`src/rtl/sha2_pkg.sv`:
```
// Shared definitions for the SHA-2 round engine: FSM encoding,
// per-width big-sigma rotation amounts and a rotate helper.
package sha2_pkg;

    typedef enum logic [1:0] {
        ST_IDLE  = 2'd0,
        ST_RUN   = 2'd1,
        ST_FINAL = 2'd2
    } state_e;

    localparam int unsigned SIG0_32_R0 = 2;
    localparam int unsigned SIG0_32_R1 = 13;
    localparam int unsigned SIG0_32_R2 = 22;
    localparam int unsigned SIG1_32_R0 = 6;
    localparam int unsigned SIG1_32_R1 = 11;
    localparam int unsigned SIG1_32_R2 = 25;

    localparam int unsigned SIG0_64_R0 = 28;
    localparam int unsigned SIG0_64_R1 = 34;
    localparam int unsigned SIG0_64_R2 = 39;
    localparam int unsigned SIG1_64_R0 = 14;
    localparam int unsigned SIG1_64_R1 = 18;
    localparam int unsigned SIG1_64_R2 = 41;

    // x holds a w-bit word zero-extended to 64 bits; bits above w are masked.
    function automatic logic [63:0] rotr(
        input logic [63:0]  x,
        input int unsigned  n,
        input int unsigned  w
    );
        logic [63:0] mask;
        mask = (w >= 64) ? {64{1'b1}} : ((64'd1 << w) - 64'd1);
        return ((x >> n) | (x << (w - n))) & mask;
    endfunction

endpackage

```
`src/rtl/sha2_round_func.sv`:
```
// One SHA-2 compression round, purely combinational.
// Word 7 of the state bundle is A, word 0 is H.
module sha2_round_func
    import sha2_pkg::*;
#(
    parameter int unsigned WORD_W = 32
) (
    input  logic [7:0][WORD_W-1:0] st_i,
    input  logic [WORD_W-1:0]      kw_i,
    output logic [7:0][WORD_W-1:0] st_o
);

    typedef logic [WORD_W-1:0] word_t;

    localparam bit W64 = (WORD_W == 64);
    localparam int unsigned S0A = W64 ? SIG0_64_R0 : SIG0_32_R0;
    localparam int unsigned S0B = W64 ? SIG0_64_R1 : SIG0_32_R1;
    localparam int unsigned S0C = W64 ? SIG0_64_R2 : SIG0_32_R2;
    localparam int unsigned S1A = W64 ? SIG1_64_R0 : SIG1_32_R0;
    localparam int unsigned S1B = W64 ? SIG1_64_R1 : SIG1_32_R1;
    localparam int unsigned S1C = W64 ? SIG1_64_R2 : SIG1_32_R2;

    function automatic word_t rot(input word_t x, input int unsigned n);
        logic [63:0] r;
        r = rotr(64'(x), n, WORD_W);
        return r[WORD_W-1:0];
    endfunction

    function automatic word_t ch(input word_t x, input word_t y, input word_t z);
        return (x & y) ^ (~x & z);
    endfunction

    function automatic word_t maj(input word_t x, input word_t y, input word_t z);
        return (x & y) ^ (x & z) ^ (y & z);
    endfunction

    function automatic word_t bsig0(input word_t x);
        return rot(x, S0A) ^ rot(x, S0B) ^ rot(x, S0C);
    endfunction

    function automatic word_t bsig1(input word_t x);
        return rot(x, S1A) ^ rot(x, S1B) ^ rot(x, S1C);
    endfunction

    word_t a, b, c, d, e, f, g, h;
    word_t t1, t2;

    always_comb begin
        a  = st_i[7];
        b  = st_i[6];
        c  = st_i[5];
        d  = st_i[4];
        e  = st_i[3];
        f  = st_i[2];
        g  = st_i[1];
        h  = st_i[0];
        t1 = h + bsig1(e) + ch(e, f, g) + kw_i;
        t2 = bsig0(a) + maj(a, b, c);
        st_o[7] = t1 + t2;
        st_o[6] = a;
        st_o[5] = b;
        st_o[4] = c;
        st_o[3] = d + t1;
        st_o[2] = e;
        st_o[1] = f;
        st_o[0] = g;
    end

endmodule

```
`src/rtl/sha2_round_engine.sv`:
```
// SHA-2 compression engine: one round per accepted K+W beat,
// then a one-cycle FINAL that presents the digest with done.
module sha2_round_engine
    import sha2_pkg::*;
#(
    parameter int unsigned WORD_W   = 32,
    parameter int unsigned ROUNDS   = 64,
    parameter int unsigned FEED_FWD = 1
) (
    input  logic                clk,
    input  logic                rst,
    input  logic                start,
    input  logic [8*WORD_W-1:0] init_state,
    input  logic                kw_valid,
    input  logic [WORD_W-1:0]   kw_data,
    output logic                kw_ready,
    output logic                busy,
    output logic                done,
    output logic [8*WORD_W-1:0] digest,
    output logic [6:0]          round_idx
);

    localparam logic [6:0] LAST_ROUND = 7'(ROUNDS - 1);

    typedef logic [7:0][WORD_W-1:0] state_t;

    state_e state_q, state_d;
    state_t work_q, work_d;
    state_t saved_q, saved_d;
    state_t digest_q, digest_d;
    logic [6:0] round_q, round_d;

    state_t round_nxt;
    state_t final_w;

    sha2_round_func #(
        .WORD_W (WORD_W)
    ) u_round (
        .st_i (work_q),
        .kw_i (kw_data),
        .st_o (round_nxt)
    );

    // The digest is formed from the last round's output so it is already
    // registered and stable during the FINAL cycle when done is raised.
    always_comb begin
        final_w = round_nxt;
        if (FEED_FWD != 0) begin
            for (int i = 0; i < 8; i++) begin
                final_w[i] = round_nxt[i] + saved_q[i];
            end
        end
    end

    always_comb begin
        state_d  = state_q;
        work_d   = work_q;
        saved_d  = saved_q;
        digest_d = digest_q;
        round_d  = round_q;
        unique case (state_q)
            ST_IDLE: begin
                if (start) begin
                    work_d  = init_state;
                    saved_d = init_state;
                    round_d = '0;
                    state_d = ST_RUN;
                end
            end
            ST_RUN: begin
                if (kw_valid) begin
                    work_d = round_nxt;
                    if (round_q == LAST_ROUND) begin
                        digest_d = final_w;
                        state_d  = ST_FINAL;
                    end else begin
                        round_d = round_q + 7'd1;
                    end
                end
            end
            ST_FINAL: begin
                state_d = ST_IDLE;
            end
            default: begin
                state_d = ST_IDLE;
            end
        endcase
    end

    always_ff @(posedge clk or posedge rst) begin
        if (rst) begin
            state_q  <= ST_IDLE;
            work_q   <= '0;
            saved_q  <= '0;
            digest_q <= '0;
            round_q  <= '0;
        end else begin
            state_q  <= state_d;
            work_q   <= work_d;
            saved_q  <= saved_d;
            digest_q <= digest_d;
            round_q  <= round_d;
        end
    end

    assign kw_ready  = (state_q == ST_RUN);
    assign busy      = (state_q != ST_IDLE);
    assign done      = (state_q == ST_FINAL);
    assign digest    = digest_q;
    assign round_idx = round_q;

endmodule
```
`config.mk`:
```
export PLATFORM = sky130hd
export DESIGN_NAME = sha2_round_engine
export DESIGN_NICKNAME = d
export VERILOG_FILES = /design/src/rtl/sha2_pkg.sv /design/src/rtl/sha2_round_func.sv /design/src/rtl/sha2_round_engine.sv
export SDC_FILE = /design/constraint.sdc
export NUM_CORES = 2
export LEC_CHECK = 0
export ABC_CLOCK_PERIOD_IN_PS = 27700
export CORE_MARGIN = 2
export CORE_UTILIZATION = 35
export DETAILED_ROUTE_END_ITERATION = 16
export PLACE_DENSITY_LB_ADDON = 0.05
export SLEW_MARGIN = 10
export SYNTH_ARGS = -nofsm -noshare
export SYNTH_HDL_FRONTEND = slang
export SYNTH_SLANG_ARGS = --single-unit
```
`constraint.sdc`:
```
create_clock -name clk -period 27.7 [get_ports clk]
set_clock_uncertainty 0.15 [all_clocks]
set_input_delay 2.77 -clock clk [delete_from_list [all_inputs] [get_ports clk]]
set_output_delay 2.77 -clock clk [all_outputs]
set_load 0.02 [all_outputs]
```
==> impl_results.md <==
* Layout cells sized above 1 at 0.0424
* Synth Cell Area at roughly 50000 sq um
* Mapped Nets at approximately 6800
* Distinct cells, synth at a little under 90
* Inserted Diodes at 0
* Post-CTS setup buffer count at 0
* DR pass1 iterations at 5
* Row cnt at 139
* DR WL met2 at about 100000 um
* Critical path required time at between 20 and 30 ns
* Largest buffer count on any clock path at 3
* H-tree depth at 3
* Final hold vios at 0
* Arr. time, crit path at 11.67 ns
* Largest delay share family, worst path: compound AO/OA/AOI/OAI gates
* Vias in the first global route at about 43000
* Worst setup SP type: input port
* Post-route insts no fill at about 8400
* Top Ports at about 560
* Cts hold-fix bufs at 0
* Area of the core at 143000 sq um
* Final HPWL DP at 159000 um
* Hold slack final at roughly 0.32 ns
* Critical path class: in2reg
* First-pass GRT wire length at about 300000 um
* Clk root buf: clkbuf_16
* Fmax achieved at 0.0893 GHz
* Overflow after GRT at 0
* EDFF count, synth at 0
* Pre-CTS setup slack at roughly 16 ns
* Detailed-route vias per instance at 5.22
* Initial antenna violation count at 11
* Met3 WL at 9550 um
* Port buffer count at 557
* R2r setup slk at between 15 and 20 ns
* Final WS setup at roughly 17 ns
* Worst min path class: reg2reg
* Routed length per instance at 24.8 um
* Total CTS buffers at 94
* Top layer used by detailed routing: met5
* RSZ-0062 raised after global routing: no
* CTS tree: yes
* Mapped Cells at roughly 6000
* Largest net degree at the start of global routing at 195
* Status: finished clean
* Die area at 147000 sq um
* CTS clock-pin slew for the worst setup and hold paths at roughly 0.06 ns
* Area Overhead vs Synth at 21.0%
* Final setup violation count at 0
* Crit path buffers/inverters at 5
* Commonest non-fill, non-tap cell in the layout: nand2_1
* CP max stage delay at 0.80 ns
* Slew HR at 0.0515
* Sequential share of the synthesized area at 0.385
* Post-route DRC violation count at 0
* Final wirelength at between 200000 and 250000 um
* Vias post-DR at 43923
* RD Place Congestion at 0.904
* Die height at 384 um
* Synth async-reset ratio at 1.00
* DP Cell Count at 8244
* Syn avg cell area at around 8.4 sq um
* Worst setup EP type: register
* Final Cycle Share at 0.404
* Worst-Skew Late Latency at between 0.7 and 0.8 ns
* CP max-delay cell: o41ai_1
* M1 WL at around 88000 um
* Die width at about 380 um
* Clock Sinks at 777
* CTS-repair resized insts at 0
* Fin crit period at 11.20 ns
* MaxCap Viol Count at 0
* Post-synthesis register bit count at 777
* TNS Setup at 0 ns
* Synth warnings at 0
* Fin. max-slew vios at 0
* Initial core utilization at 0.352
* GR Util All Layers at 0.279
* Nets at 7177
* Most frequent cells in the layout: nand2_1 (1621), dfrtp_1 (777), clkdlybuf4s50_1 (557)
* Top_reg_cell synth: dfrtp_1
* DR iter-0 viols at 3190
* Crit-path max FO at 6
* Routed Antenna Nets at 0
* Worst slew pin tran at 1.42 ns
## synthesized netlist by cell type, types with 12 or more instances
| cell type | instances | share of area |
|---|---|---|
| dfrtp_1 | 777 | 0.38 |
| inv_1 | 305 | 0.023 |
| xor2_1 | 177 | 0.031 |
| nand2b_1 | 46 | 0.0057 |
| and2_1 | 12 | 0.0015 |
| nor2_1 | 395 | 0.029 |
| clkbuf_1 | 280 | 0.021 |
| o21bai_1 | 56 | 0.0083 |
| a21oi_1 | 262 | 0.026 |
| fa_1 | 103 | 0.041 |
| nand3_1 | 60 | 0.0059 |
| mux2i_1 | 31 | 0.0061 |
| a31oi_1 | 259 | 0.032 |
| nand4_1 | 19 | 0.0024 |
| a21o_1 | 175 | 0.026 |
| nand2_1 | 1622 | 0.12 |
| o211ai_1 | 15 | 0.0022 |
| and3_1 | 32 | 0.0040 |
| a211oi_1 | 26 | 0.0039 |
| o21ai_0 | 385 | 0.038 |
| xnor2_1 | 261 | 0.045 |
| a31o_2 | 12 | 0.0021 |
| a211o_1 | 12 | 0.0021 |
| ha_1 | 345 | 0.085 |
| nor2b_1 | 35 | 0.0043 |
| nor3_1 | 43 | 0.0043 |
| mux2_2 | 17 | 0.0038 |
| o21a_1 | 44 | 0.0065 |
| o31ai_1 | 25 | 0.0037 |
| or3_1 | 19 | 0.0024 |
## cell families (layout without fill, tap and decap cells)
family,count (synthesis),after routing,synth area share
flip-flops,777,777,0.385
buffers and inverters,597,1095,0.0444
multiplexers,49,49,0.0102
adder cells (fa/ha/maj),452,452,0.127
AND/OR/NAND/NOR,2324,2324,0.186
XOR/XNOR,440,440,0.0768
AO/OA/AOI/OAI,1379,1379,0.170
## metal layers
metal	up-vias	track usage
met3	279	0.0365
li1	21079	-
met5	-	0
met2	1159	0.484
met4	14	0.104
met1	21392	0.353
## flip-flops by register name, indices dropped and copies added (netlist names)
signal / count
state_q: 2
work_q: 256
saved_q: 256
round_idx: 7
digest: 256
## path summary, 6_finish.rpt
kind                        startpoint     endpoint  cells past startpoint
setup / recovery            kw_data[2]  digest[255]                     34
hold / removal              digest[70]   digest[70]                      2
setup reg to reg           work_q[100]  digest[255]                     32
hold reg to reg             digest[70]   digest[70]                      2
max in group asynchronous          rst  work_q[195]                      5
min in group asynchronous          rst   digest[66]                      2
## tightest hold or removal path, delay by kind of cell, from the launching register on
kind	cells	cell delay [ns]
simple gates	2	0.10
flops	1	0.34
## area by class of cell
class                   instances  area [sq um]
inverters                     307          1170
clock buffers                 142          2810
repair buffers                613          6070
clock inverters                33           397
fillers                     14461         82300
multi-input cells            4644         28900
well taps                    1903          2380
flip-flops and latches        777         19400
## metrics by stage
stage | util | cell area (sq um)
2_1_floorplan | - | 50500
3_3_place_gp | 0.404 | 57900
3_5_place_dp | 0.404 | 57900
4_1_cts | 0.426 | 61100
5_1_grt | 0.426 | 61100
6_report | 0.426 | 61100
Power is not shown: default switching activity piles up to over one toggle a cycle in this logic, so the estimate is an artifact.
